**src/rtl/alu_pkg.sv**
```systemverilog
// Shared ALU definitions: function codes and the legality check used by
// everything that issues work to the shared ALU.
package alu_pkg;

  typedef logic [5:0] alu_func_t;

  localparam alu_func_t ALU_FUNC_ADD  = 6'b100000;
  localparam alu_func_t ALU_FUNC_SUB  = 6'b100010;
  localparam alu_func_t ALU_FUNC_AND  = 6'b100100;
  localparam alu_func_t ALU_FUNC_SLT  = 6'b101000;
  localparam alu_func_t ALU_FUNC_SLTU = 6'b101001;
  localparam alu_func_t ALU_FUNC_BEQ  = 6'b111100;
  localparam alu_func_t ALU_FUNC_J    = 6'b111010;
  localparam alu_func_t ALU_FUNC_SLL  = 6'b000000;
  localparam alu_func_t ALU_FUNC_SRL  = 6'b000011;

  // Function codes the ALU implements; anything else is flagged as an error.
  function automatic logic alu_func_legal(input alu_func_t func);
    logic legal;
    casez (func)
      6'b1000??, 6'b1001??, 6'b101???, 6'b111???, 6'b000000, 6'b000011: legal = 1'b1;
      default: legal = 1'b0;
    endcase
    return legal;
  endfunction

endpackage

```
**src/rtl/rr_arbiter.sv**
```systemverilog
// Round-robin arbiter: grants the first active request at or above the
// pointer (wrapping), and moves the pointer past the winner when enabled.
module rr_arbiter
  import alu_pkg::*;
#(
  parameter int N = 2,
  localparam int IW = $clog2(N)
) (
  input  logic          clk,
  input  logic          reset,
  input  logic [N-1:0]  req,
  input  logic          en,
  output logic [N-1:0]  gnt,
  output logic [IW-1:0] gnt_idx
);

  // One extra bit so ptr + offset never overflows before the wrap.
  localparam logic [IW:0] N_W = (IW+1)'(N);

  logic [IW-1:0] ptr_r;
  logic [IW:0]   cand_s;
  logic [IW:0]   next_s;
  logic          found_s;

  // Scan from the pointer upward, modulo N, and keep the first active request.
  always_comb begin
    found_s = 1'b0;
    gnt_idx = '0;
    cand_s  = '0;
    for (int k = 0; k < N; k++) begin
      cand_s = {1'b0, ptr_r} + (IW+1)'(k);
      if (cand_s >= N_W) begin
        cand_s = cand_s - N_W;
      end else begin
        cand_s = cand_s;
      end
      if (!found_s && req[cand_s[IW-1:0]]) begin
        found_s = 1'b1;
        gnt_idx = cand_s[IW-1:0];
      end else begin
        found_s = found_s;
      end
    end
  end

  // One-hot grant vector derived from the winning index.
  always_comb begin
    gnt = '0;
    if (found_s) begin
      gnt[gnt_idx] = 1'b1;
    end else begin
      gnt = '0;
    end
  end

  // Pointer value that follows the current winner, wrapping at N.
  always_comb begin
    next_s = {1'b0, gnt_idx} + {{IW{1'b0}}, 1'b1};
    if (next_s == N_W) begin
      next_s = '0;
    end else begin
      next_s = next_s;
    end
  end

  // Advance the pointer only when a grant is actually taken.
  always_ff @(posedge clk or posedge reset) begin
    if (reset) begin
      ptr_r <= '0;
    end else if (en && found_s) begin
      ptr_r <= next_s[IW-1:0];
    end else begin
      ptr_r <= ptr_r;
    end
  end

endmodule

```
**src/rtl/alu_rr_scheduler.sv**
```systemverilog
// Shares one combinational ALU between N_REQ requesters. Round-robin grant,
// operand mux to the ALU, and a one-entry registered response slot that can
// drain and refill in the same cycle. rsp_ready reaches req_ready
// combinationally; rsp_* come straight from registers.
module alu_rr_scheduler
  import alu_pkg::*;
#(
  parameter int N_REQ  = 2,
  parameter int DATA_W = 32,
  parameter int FUNC_W = 6,
  localparam int ID_W  = $clog2(N_REQ)
) (
  input  logic                    clk,
  input  logic                    reset,
  input  logic [N_REQ-1:0]        req_valid,
  output logic [N_REQ-1:0]        req_ready,
  input  logic [N_REQ*FUNC_W-1:0] req_func,
  input  logic [N_REQ*DATA_W-1:0] req_a,
  input  logic [N_REQ*DATA_W-1:0] req_b,
  output logic [FUNC_W-1:0]       alu_func,
  output logic [DATA_W-1:0]       alu_a,
  output logic [DATA_W-1:0]       alu_b,
  input  logic [DATA_W-1:0]       alu_o,
  input  logic                    alu_branch,
  input  logic                    alu_jump,
  output logic                    rsp_valid,
  input  logic                    rsp_ready,
  output logic [ID_W-1:0]         rsp_id,
  output logic [DATA_W-1:0]       rsp_data,
  output logic                    rsp_branch,
  output logic                    rsp_jump,
  output logic                    rsp_err
);

  logic             slot_free_s;
  logic             grant_s;
  logic             func_legal_s;
  logic [N_REQ-1:0] gnt_s;
  logic [ID_W-1:0]  gnt_idx_s;

  // The slot can accept a new op when empty or when it drains this cycle.
  assign slot_free_s = !rsp_valid || rsp_ready;

  rr_arbiter #(.N(N_REQ)) u_arb (
    .clk     (clk),
    .reset   (reset),
    .req     (req_valid),
    .en      (slot_free_s),
    .gnt     (gnt_s),
    .gnt_idx (gnt_idx_s)
  );

  // A grant is only real when the response slot has room for its result.
  always_comb begin
    if (slot_free_s) begin
      req_ready = gnt_s;
      grant_s   = |gnt_s;
    end else begin
      req_ready = '0;
      grant_s   = 1'b0;
    end
  end

  // Route the winner to the ALU; park it on ADD 0,0 when idle so it never sees X.
  always_comb begin
    alu_func = ALU_FUNC_ADD;
    alu_a    = '0;
    alu_b    = '0;
    if (grant_s) begin
      alu_func = req_func[gnt_idx_s*FUNC_W +: FUNC_W];
      alu_a    = req_a[gnt_idx_s*DATA_W +: DATA_W];
      alu_b    = req_b[gnt_idx_s*DATA_W +: DATA_W];
    end else begin
      alu_func = ALU_FUNC_ADD;
    end
  end

  assign func_legal_s = alu_func_legal(alu_func);

  // Response slot: capture on grant, clear valid on a bare drain, else hold.
  always_ff @(posedge clk or posedge reset) begin
    if (reset) begin
      rsp_valid  <= 1'b0;
      rsp_id     <= '0;
      rsp_data   <= '0;
      rsp_branch <= 1'b0;
      rsp_jump   <= 1'b0;
      rsp_err    <= 1'b0;
    end else if (grant_s) begin
      rsp_valid <= 1'b1;
      rsp_id    <= gnt_idx_s;
      if (func_legal_s) begin
        rsp_data   <= alu_o;
        rsp_branch <= alu_branch;
        rsp_jump   <= alu_jump;
        rsp_err    <= 1'b0;
      end else begin
        rsp_data   <= '0;
        rsp_branch <= 1'b0;
        rsp_jump   <= 1'b0;
        rsp_err    <= 1'b1;
      end
    end else if (rsp_ready) begin
      rsp_valid <= 1'b0;
    end else begin
      rsp_valid <= rsp_valid;
    end
  end

endmodule

```
**config.mk**
```make
export PLATFORM = sky130hd
export DESIGN_NAME = alu_rr_scheduler
export DESIGN_NICKNAME = d
export VERILOG_FILES = /design/src/rtl/alu_pkg.sv /design/src/rtl/rr_arbiter.sv /design/src/rtl/alu_rr_scheduler.sv
export SDC_FILE = /design/constraint.sdc
export NUM_CORES = 1
export LEC_CHECK = 0
export CAP_MARGIN = 20
export CORE_AREA = 3 3 109 111
export CTS_BUF_LIST = sky130_fd_sc_hd__clkbuf_4
export CTS_CLUSTER_SIZE = 40
export DETAILED_ROUTE_END_ITERATION = 10
export DIE_AREA = 0 0 112 114
export MAX_ROUTING_LAYER = met4
export PLACE_DENSITY = 0.74
export SYNTH_ARGS = -nofsm -noshare
export SYNTH_HDL_FRONTEND = slang
export SYNTH_SLANG_ARGS = --single-unit
```
**constraint.sdc**
```tcl
create_clock -name clk -period 3.5 [get_ports clk]
set_input_delay 1.05 -clock clk [delete_from_list [all_inputs] [get_ports clk]]
set_output_delay 1.05 -clock clk [all_outputs]
set_load 0.1 [all_outputs]
```
Word level (Yosys, flattened, before mapping)
Index checks and enable logic that the tools add are counted.
{ "classes": {"addsub": 4, "n_mul": 1, "n_lt_le_gt_ge": 6, "eq_ne": 6, "shifts": 3, "muxes": 26, "reduce_logical": 10} }
{ "ops": {"columns": ["op", "n"], "rows": [
  ["indexed part select 64 x 7 -> 32 bit", 2],
  ["2-to-1 mux 32 bit", 3],
  ["2-to-1 mux 1 bit", 19],
  ["indexed part select 12 x 5 -> 6 bit", 1],
  ["== test 4 bit (second input constant)", 2],
  ["== test 3 bit (second input constant)", 2],
  ["== test 6 x 2 -> 1 bit (second input constant)", 1],
  ["logical NOT 6 bit", 1],
  ["< comparator 1 x 2 -> 1 bit (second input constant)", 3],
  ["2-to-1 mux 6 bit", 1],
  ["OR reduction 6 bit", 1],
  ["adder 1 x 1 -> 2 bit (second input constant)", 2],
  ["2-to-1 mux 2 bit", 2],
  ["logical AND 1 bit", 3],
  ["multiplier 1 x 2 -> 3 bit (second input constant)", 1],
  ["== test 2 bit (second input constant)", 1],
  ["greater-or-equal comparator 1 x 2 -> 1 bit (second input constant)", 1],
  ["greater-or-equal comparator 2 bit (second input constant)", 1],
  ["logical NOT 1 bit", 2],
  ["nonzero test 2 bit", 1],
  ["OR reduction 2 bit", 1],
  ["subtractor 1 bit (second input constant)", 2],
  ["demux 1 bit (select 1 bit)", 1],
  ["greater-or-equal comparator 1 bit (second input constant)", 1],
  ["logical OR 1 bit", 1]
]} }
{ "word_totals": {"regBits": 38, "output_inout_bits": 109, "word_cells": 63} }

Depth between registers and ports, before layout
Gate-level depths: netlist of run 1.
{ "depth": {"depth_word": 20, "mapped_depth": 8, "ltp_nobuf": 5} }

Modules after synthesis
Synthesis of run 1 repeated with hierarchy kept, for this count alone.
{ "unflattened": {"hier_cells": 259, "area_unflattened_um2": 2493.6} }
{ "by_module_without_submodules": {"columns": ["module", "n_inst", "cells_each", "area_each_um2"], "rows": [
  ["alu_rr_scheduler", 1, 251, 2427.3],
  ["rr_arbiter", 1, 8, 66.3]
]} }

Least setup slack after synthesis of run 1
Ideal clock, no wire load.
{ "synth_path": {"path_type": "in2out", "from": "input port req_valid[1]", "to": "output port alu_a[0]", "arrival_time_ps": 3386, "setup_slack_ps": -936, "path_stages": 6, "path_buffers": 2, "cell_sequence": "buf_4 -> inv_1 -> nor2_1 -> clkbuf_1 -> nand2_1 -> a21oi_1"} }
{ "synth_via": {"elab_chain_cells": 14, "elab_cells_between_ends": 20, "cone_classes": "order compare (2); shift (1); mux (13); reduce/logical (4)"} }
{ "synth_lines": {"columns": ["item", "line_no", "source"], "rows": [
  ["from (decl)", "alu_rr_scheduler.sv:15", "input logic [N_REQ-1:0] req_valid,"],
  ["2-to-1 mux 1 bit (not written as such) (2 in series)", "rr_arbiter.sv:37", "if (!found_s && req[cand_s[IW-1:0]]) begin"],
  ["2-to-1 mux 1 bit", "rr_arbiter.sv:37", null],
  ["logical NOT 1 bit", "rr_arbiter.sv:37", null],
  ["logical AND 1 bit", "rr_arbiter.sv:37", null],
  ["2-to-1 mux 1 bit", "rr_arbiter.sv:37", null],
  ["< comparator 1 x 2 -> 1 bit (not written as such) or greater-or-equal comparator 1 bit (tied branches)", "rr_arbiter.sv:50", "gnt[gnt_idx] = 1'b1;"],
  ["logical AND 1 bit (not written as such)", "rr_arbiter.sv:50", null],
  ["2-to-1 mux 1 bit (not written as such)", "rr_arbiter.sv:50", null],
  ["demux 1 bit (select 1 bit)", null, null],
  ["2-to-1 mux 2 bit", "rr_arbiter.sv:49", "if (found_s) begin"],
  ["OR reduction 2 bit", "alu_rr_scheduler.sv:57", "grant_s = |gnt_s;"],
  ["2-to-1 mux 1 bit", "alu_rr_scheduler.sv:55", "if (slot_free_s) begin"],
  ["2-to-1 mux 32 bit *", "alu_rr_scheduler.sv:69", "if (grant_s) begin"],
  ["to (decl)", "alu_rr_scheduler.sv:21", "output logic [DATA_W-1:0] alu_a,"]
]} }
Every way passes the cells marked *; elsewhere a longest branch is shown, timed or not. The select of a mux whose other input is x is not followed.

Worst setup path after layout of run 1
{ "layout_path": {"from": "input port req_valid[0]", "to": "output port alu_a[30]"} }
The elaborated chain is that of the path after synthesis.

==> summary.md, run 1 <==
| Metric | Value |
|---|---|
| Core Rows | `38` |
| Setup Slack @ Placement | `-0.251 ns` |
| Mapped Area | `between 2000 and 3000 sq um` |
| Yosys top cell area share | `between 30% and 40%` |
| GRT Util Overall | `about 23%` |
| Slowest cell on crit path | `bufbuf_16` |
| Max-slew headroom | `between 60% and 70%` |
| Max incr delay on CP | `0.27 ns` |
| CP required | `~2.5 ns` |
| Initial antenna violation count | `1` |
| Hold Vio Cnt, Final | `0` |
| # fillers | `between 700 and 800` |
| Ports | `~290` |
| Crit-path max FO | `10` |
| VDD IR-drop max | `0.000454 V` |
| Max clock buf depth | `2` |
| Starting Density | `~25%` |
| P per Cell Area | `397 nW/um^2` |
| Clock sink count | `38` |
| CP Capture Type | `output port` |
| Total CTS buffers | `5` |
| Post-synthesis mux area share | `between 10 and 15%` |
| Placed cells | `788` |
| Most used cell, CP | `buf_12` |
| Largest net degree at the start of global routing | `39` |
| Adder-Cell Fraction of Synth Area | `0%` |
| Sw Pwr | `1.65 mW` |
| Most frequent cells after synthesis | `nand2_1 (127), a21oi_1 (65), dfrtp_1 (38)` |
| Residual DRC count | `0` |
| Reg2Reg Setup Slack | `between 1 and 1.5 ns` |
| Die width | `~110 um` |
| WL/cell | `between 15 and 20 um` |
| Setup ws final | `0.0390 ns` |
| Comb pwr share | `between 70% and 80%` |
| H-tree depth | `2` |
| WHS | `just under 0.5 ns` |
| Largest family of logic cells by synthesized area | `simple AND/OR/NAND/NOR gates` |
| Register area share after synthesis | `35.5%` |
| Compound-Gate Fraction of Synth Area | `roughly 17%` |
| CP Buf/Inv Count | `4` |
| Routed vias/inst | `about 4.8` |
| Sequential Area | `951 sq um` |
| Synth Flop Type | `dfrtp_1` |
| DRT iter0 DRCs | `169` |
| Crit path launch type | `primary input` |
| Slew @ Worst Pin | `0.563 ns` |
| Drt first pass iters | `4` |
| Syn. warnings | `0` |
| Most common cell in the netlist | `nand2_1` |
| Reg power frac | `18.1%` |
| Combined area of the multi-input logic cells | `approximately 2300 sq um` |
| Fmax | `289 MHz` |
| Reg clk slew, reported paths | `roughly 0.11 ns` |
| Clock Skews | `around 0.0043 ns` |
| Area Overhead vs Synth | `186%` |
| Cell Int Power | `approximately 1.4 mW` |
| Clock root buffer | `clkbuf_4` |
| Hold_buf cts | `0` |
| Top cell type by total area after synthesis | `dfrtp_1` |
| Core Box Area | `10900 sq um` |
| Antenna-violating nets left | `0` |
| Port bufs | `287` |
| First-pass GRT wire length | `22300 um` |
| Worst hold path type | `flop to flop` |
| Flops & latches, synth | `38` |
| Routed wire length | `~15000 um` |
| Synth area leaders | `dfrtp_1 (36%), nand2_1 (18%), mux2i_1 (13%)` |
| Synth cell types | `32` |
| Total power | `just over 3 mW` |
| Gate Count Post-Synth | `about 370` |
| Cell Chain, Critical Path | `buf_2 -> and2b_2 -> nor2_4 -> buf_12 -> bufbuf_16 -> nand2_1 -> a21oi_4 -> buf_12` |
| P_leak | `approximately 3.2 nW` |
| Syn Nets | `544` |
| Max Cap Viol | `0` |
| Final TNS setup | `0 ns` |
| Finished Layout Cells | `812` |
| Status | `completed` |
| Synth async-reset ratio | `100%` |
| Layout cell share with drive strength beyond 1 | `between 30% and 40%` |
| EDFF count, synth | `0` |
| Post-synthesis simple-gate area fraction | `28.8%` |
| CP Class | `primary input to output port` |
| Final Critical Period | `3.46 ns` |
| Pins Over Slew Limit | `0` |
| Die area | `around 13000 sq um` |
| Switching part of the total | `54.5%` |
| Fin nets | `850` |
| Via count | `about 3900` |
| Fin crit share | `between 90% and 100%` |
| Clk Latency, worst-skew pair | `0.34 ns` |
| Vias in the first global route | `between 4000 and 5000` |
| Overflow after GRT | `0` |
| Syn avg cell area | `7.33 sq um` |
| Die Y-Extent | `between 100 and 150 um` |
| Detailed-placement wirelength estimate | `about 11000 um` |
| RePlAce Congestion | `between 0.9 and 1` |
| Final setup viols | `0` |
| Critical Path AT | `approximately 2.4 ns` |
| Crit path max-delay family | `buffers and inverters` |
| Clock Power Share | `between 7 and 8%` |
| CTS tree | `done` |
| XOR/XNOR Fraction of Synth Area | `0%` |
[placed cells by master, fill, tap and decap left out, types with 2 or more instances in the layout]
cell type	count
dfrtp_1	38
nor2_2	10
a21oi_2	2
buf_12	81
clkbuf_16	2
a21oi_4	61
mux2i_1	34
inv_1	5
bufbuf_16	2
buf_16	4
buf_4	53
nand4_1	4
nand2_1	125
clkdlybuf4s50_1	175
nor2b_1	3
nor2_1	25
a22o_4	5
clkbuf_4	7
buf_6	7
a21oi_1	2
nand2b_1	2
[per-stage QoR]
stage          cell area [sq um]  utilization (%)
5_1_grt                     7640             70.2
2_1_floorplan               3070                -
3_3_place_gp                6890             63.2
4_1_cts                     7370             67.7
6_report                    7640             70.2
3_5_place_dp                6890             63.2
[state kept, by name (all words and copies together), names as in the netlist]
name / flops
rsp_data: 32
rsp_branch: 1
rsp_err: 1
rsp_id: 1
rsp_jump: 1
rsp_valid: 1
u_arb.ptr_r: 1
[cells by family (layout without fill, tap and decap cells)]
| family | Yosys count | in the layout |
|---|---|---|
| AND/OR/NAND/NOR | 181 | 181 |
| AO/OA/AOI/OAI | 78 | 78 |
| flip-flops | 38 | 38 |
| multiplexers | 34 | 34 |
| buffers and inverters | 34 | 340 |
| other | 0 | 1 |
[power groups by stage]
stage | Clock (mW) | Combinational, mW | Sequential, mW
after global placement | 0 | 2.08 | 0.551
after global routing | 0.260 | 2.32 | 0.556
after floorplan | 0 | 0.861 | 1.04
final | 0.230 | 2.25 | 0.547
after detailed placement | 0 | 2.10 | 0.554
after CTS | 0.244 | 2.20 | 0.548
[path summary, 6_finish.rpt]
| kind | depth (start not counted) | endpoint | startpoint |
|---|---|---|---|
| worst max-delay path | 8 | alu_a[30] | req_valid[0] |
| worst min-delay path | 1 | rsp_err$_DFFE_PP0P_ | rsp_err$_DFFE_PP0P_ |
| worst max register to register | 9 | rsp_data[3]$_DFFE_PP0P_ | u_arb.ptr_r$_DFFE_PP0P_ |
| worst min register to register | 1 | rsp_err$_DFFE_PP0P_ | rsp_err$_DFFE_PP0P_ |
| max in group asynchronous | 3 | rsp_data[10]$_DFFE_PP0P_ | reset |
| min in group asynchronous | 3 | rsp_data[5]$_DFFE_PP0P_ | reset |
[timing repair]
action / in CTS / in global routing
pin swaps: 4 / 1
resized for setup: 49 / 34
endpoints found under the setup margin: 70 / 61
gates cloned: 6 / 3
setup buffers: 8 / 1
[metal layers]
layer  GRT usage [%]  routed length [um]
met1            23.5                5570
met2            41.1                8290
met3            4.83                1050
met4            9.70                 512
met5               -                   0
[area by class of cell]
class / count / share of cell area [%]
Inverter: 6 / 0.295
Antenna cell: 1 / 0.0328
Clock buffer: 7 / 0.688
Tap cell: 140 / 2.29
Multi-Input combinational cell: 293 / 30.5
Sequential cell: 38 / 12.4
Timing Repair Buffer: 327 / 53.7
[worst register-to-register path, stage by stage (launching register included)]
cell,delay [ns]
dfrtp_1,0.40
and2b_2,0.26
buf_4,0.15
nor3_4,0.21
buf_12,0.15
buf_12,0.10
a22oi_1,0.09
a32oi_4,0.26
buf_12,0.23
nor2_1,0.10
(Power assumes the default switching activity.)
==> run 2, diff against run 1 <==
Settings changed: SLEW_MARGIN set to 30.
==> results of run 2 <==
Same layout as run 1: the final DEF is identical, and so are final timing and power.
==> run 3, diff against run 2 <==
Settings changed: CORE_AREA 3 3 109 111 to 2 2 112 114, DIE_AREA 0 0 112 114 to 0 0 114 116, PLACE_DENSITY 0.74 to 0.7.
==> summary.md, run 3 (synthesis results as in run 1) <==
| Metric | Value |
|---|---|
| Antenna-violating nets left | `0` |
| Total CTS buffers | `5` |
| Clock Power Share | `under 10%` |
| Placed cells | `803` |
| Hold path start | `rsp_err$_DFFE_PP0P_` |
| FF-to-FF Start | `u_arb.ptr_r$_DFFE_PP0P_` |
| CP Capture Type | `output port` |
| Starting Density | `approximately 22%` |
| Status | `completed` |
| Routed vias/inst | `between 4 and 5` |
| Setup ws final | `roughly 0.046 ns` |
| Fin nets | `~850` |
| Cell Int Power | `around 1.3 mW` |
| Final Critical Period | `around 3.5 ns` |
| Final setup viols | `0` |
| CTS tree | `done` |
| CP Class | `primary input to output port` |
| Clock sink count | `38` |
| Drt first pass iters | `4` |
| Clock Skews | `0.0154 ns` |
| Ports | `~290` |
| Critical Path AT | `about 2.4 ns` |
| Pins Over Slew Limit | `0` |
| Hold_buf cts | `0` |
| Layout cell share with drive strength beyond 1 | `between 30% and 40%` |
| GRT Util Overall | `a little over a fifth` |
| H-tree depth | `2` |
| Detailed-placement wirelength estimate | `11500 um` |
| Initial antenna violation count | `1` |
| Worst hold path type | `flop to flop` |
| Via count | `3916` |
| WL/cell | `~18 um` |
| Hold Vio Cnt, Final | `0` |
| VDD IR-drop max | `just over 0.0004 V` |
| First-pass GRT wire length | `22000 um` |
| Die width | `about 110 um` |
| Clock root buffer | `clkbuf_4` |
| CP required | `around 2.5 ns` |
| Most common library cell in the layout ignoring fill and taps | `clkdlybuf4s50_1` |
| Setup Slack @ Placement | `-0.204 ns` |
| Reg power frac | `around 18%` |
| Biggest register | `rsp_data` |
| Commonest non-fill, non-tap cells in the layout | `clkdlybuf4s50_1 (175), nand2_1 (124), buf_12 (86), buf_4 (58), a21oi_4 (42)` |
| Core Box Area | `~12000 sq um` |
| Reg2Reg Setup Slack | `1.32 ns` |
| Switching part of the total | `between 50% and 60%` |
| Area Overhead vs Synth | `178%` |
| Reg clk slew, reported paths | `approximately 0.11 ns` |
| Reg-to-reg endpoint | `rsp_data[5]$_DFFE_PP0P_` |
| Worst reg2reg path depth | `10` |
| P per Cell Area | `about 400 nW/um^2` |
| Min-Delay Path Depth | `1` |
| Max Cap Viol | `0` |
| Fmax | `290 MHz` |
| RePlAce Congestion | `0.849` |
| Port bufs | `~290` |
| Crit path launch type | `primary input` |
| Largest net degree at the start of global routing | `36` |
| Routed wire length | `approximately 15000 um` |
| DRT iter0 DRCs | `around 310` |
| Design area | `approximately 7400 sq um` |
| Worst Hold End | `rsp_err$_DFFE_PP0P_` |
| Finished Layout Cells | `818` |
| Slew @ Worst Pin | `about 0.47 ns` |
| Core Rows | `40` |
| Final TNS setup | `0 ns` |
| Fin crit share | `between 90% and 100%` |
| Crit-path max FO | `26` |
| Overflow after GRT | `0` |
| Die area | `approximately 13000 sq um` |
| RSZ-0062 raised after global routing | `true` |
| Area post-placement | `around 7000 sq um` |
| Clk Latency, worst-skew pair | `0.34 ns` |
| Die Y-Extent | `about 120 um` |
| Sw Pwr | `~1.6 mW` |
| P_leak | `~3.2 nW` |
| Comb pwr share | `73.8%` |
| Residual DRC count | `0` |
| Largest register FFs | `32` |
| Max-slew headroom | `between 60 and 70%` |
| # fillers | `930` |
| Max clock buf depth | `2` |
| Vias in the first global route | `roughly 4100` |
[run 3: cell types whose count changed in the layout (fill, tap and decap cells not counted), moves of 5 or more]
cell,previous run,this run
a21oi_4,61,42
buf_4,53,58
buf_12,81,86
buf_6,7,0
a21oi_2,2,21
[run 3: worst max path at each step]
stage | end | slack (ns) | from | depth (start not counted)
floorplan | alu_a[21] | -0.89 | rsp_ready | 6
global placement | alu_a[25] | -0.17 | req_valid[0] | 7
detailed placement | alu_a[26] | -0.20 | req_valid[0] | 7
CTS | alu_a[18] | 0.009 | req_valid[0] | 8
global route | alu_b[29] | -0.03 | req_valid[0] | 8
finish | alu_b[29] | 0.05 | req_valid[0] | 8
[run 3: worst max-delay path: stages]
cell             delay [ns]
clkdlybuf4s15_2        0.20
and2b_2                0.22
nor2_4                 0.15
buf_12                 0.13
buf_12                 0.15
nand2_1                0.09
a21oi_2                0.19
buf_12                 0.20
[run 3: layout make-up]
cell class                      instances  area [sq um]  share of cell area, %
Clock buffer                            5          37.5                  0.505
Antenna cell                            1          2.50                 0.0337
Sequential cell                        38           951                   12.8
Inverter                                6          22.5                  0.303
Multi-Input combinational cell        293          2190                   29.4
Tap cell                              147           184                   2.48
Timing Repair Buffer                  325          4030                   54.2
Clock inverter                          3          20.0                  0.269
[run 3: what timing repair did]
| action | 4_1_cts | 5_1_grt |
|---|---|---|
| cloned | 3 | 0 |
| buffers inserted | 3 | 0 |
| gates resized for setup | 45 | 7 |
| pin swaps | 3 | 3 |
| setup endpoints to repair | 68 | 23 |
[run 3: metrics by stage]
step           power, mW  util (%)  hold WS (ns)
2_1_floorplan       1.90         -         0.512
3_3_place_gp        2.66      58.9         0.470
3_5_place_dp        2.68      58.9         0.486
4_1_cts             2.99      62.1         0.513
5_1_grt             3.10      62.4         0.528
6_report            2.98      62.4         0.509
[run 3: per-layer routing]
layer	up-vias	share of wire (%)	global-route usage [%]
met5	-	0	-
met4	0	3.2	8.13
met3	28	6.8	3.92
met2	189	53	38.1
met1	1881	37	24.4
li1	1818	-	-
[run 3: power by group through the flow]
stage	Combinational, mW	Clock [mW]	Sequential, mW
detailed placement	2.13	0	0.556
floorplan	0.861	0	1.04
finish	2.20	0.231	0.549
global placement	2.11	0	0.552
CTS	2.20	0.244	0.550
global route	2.27	0.265	0.558
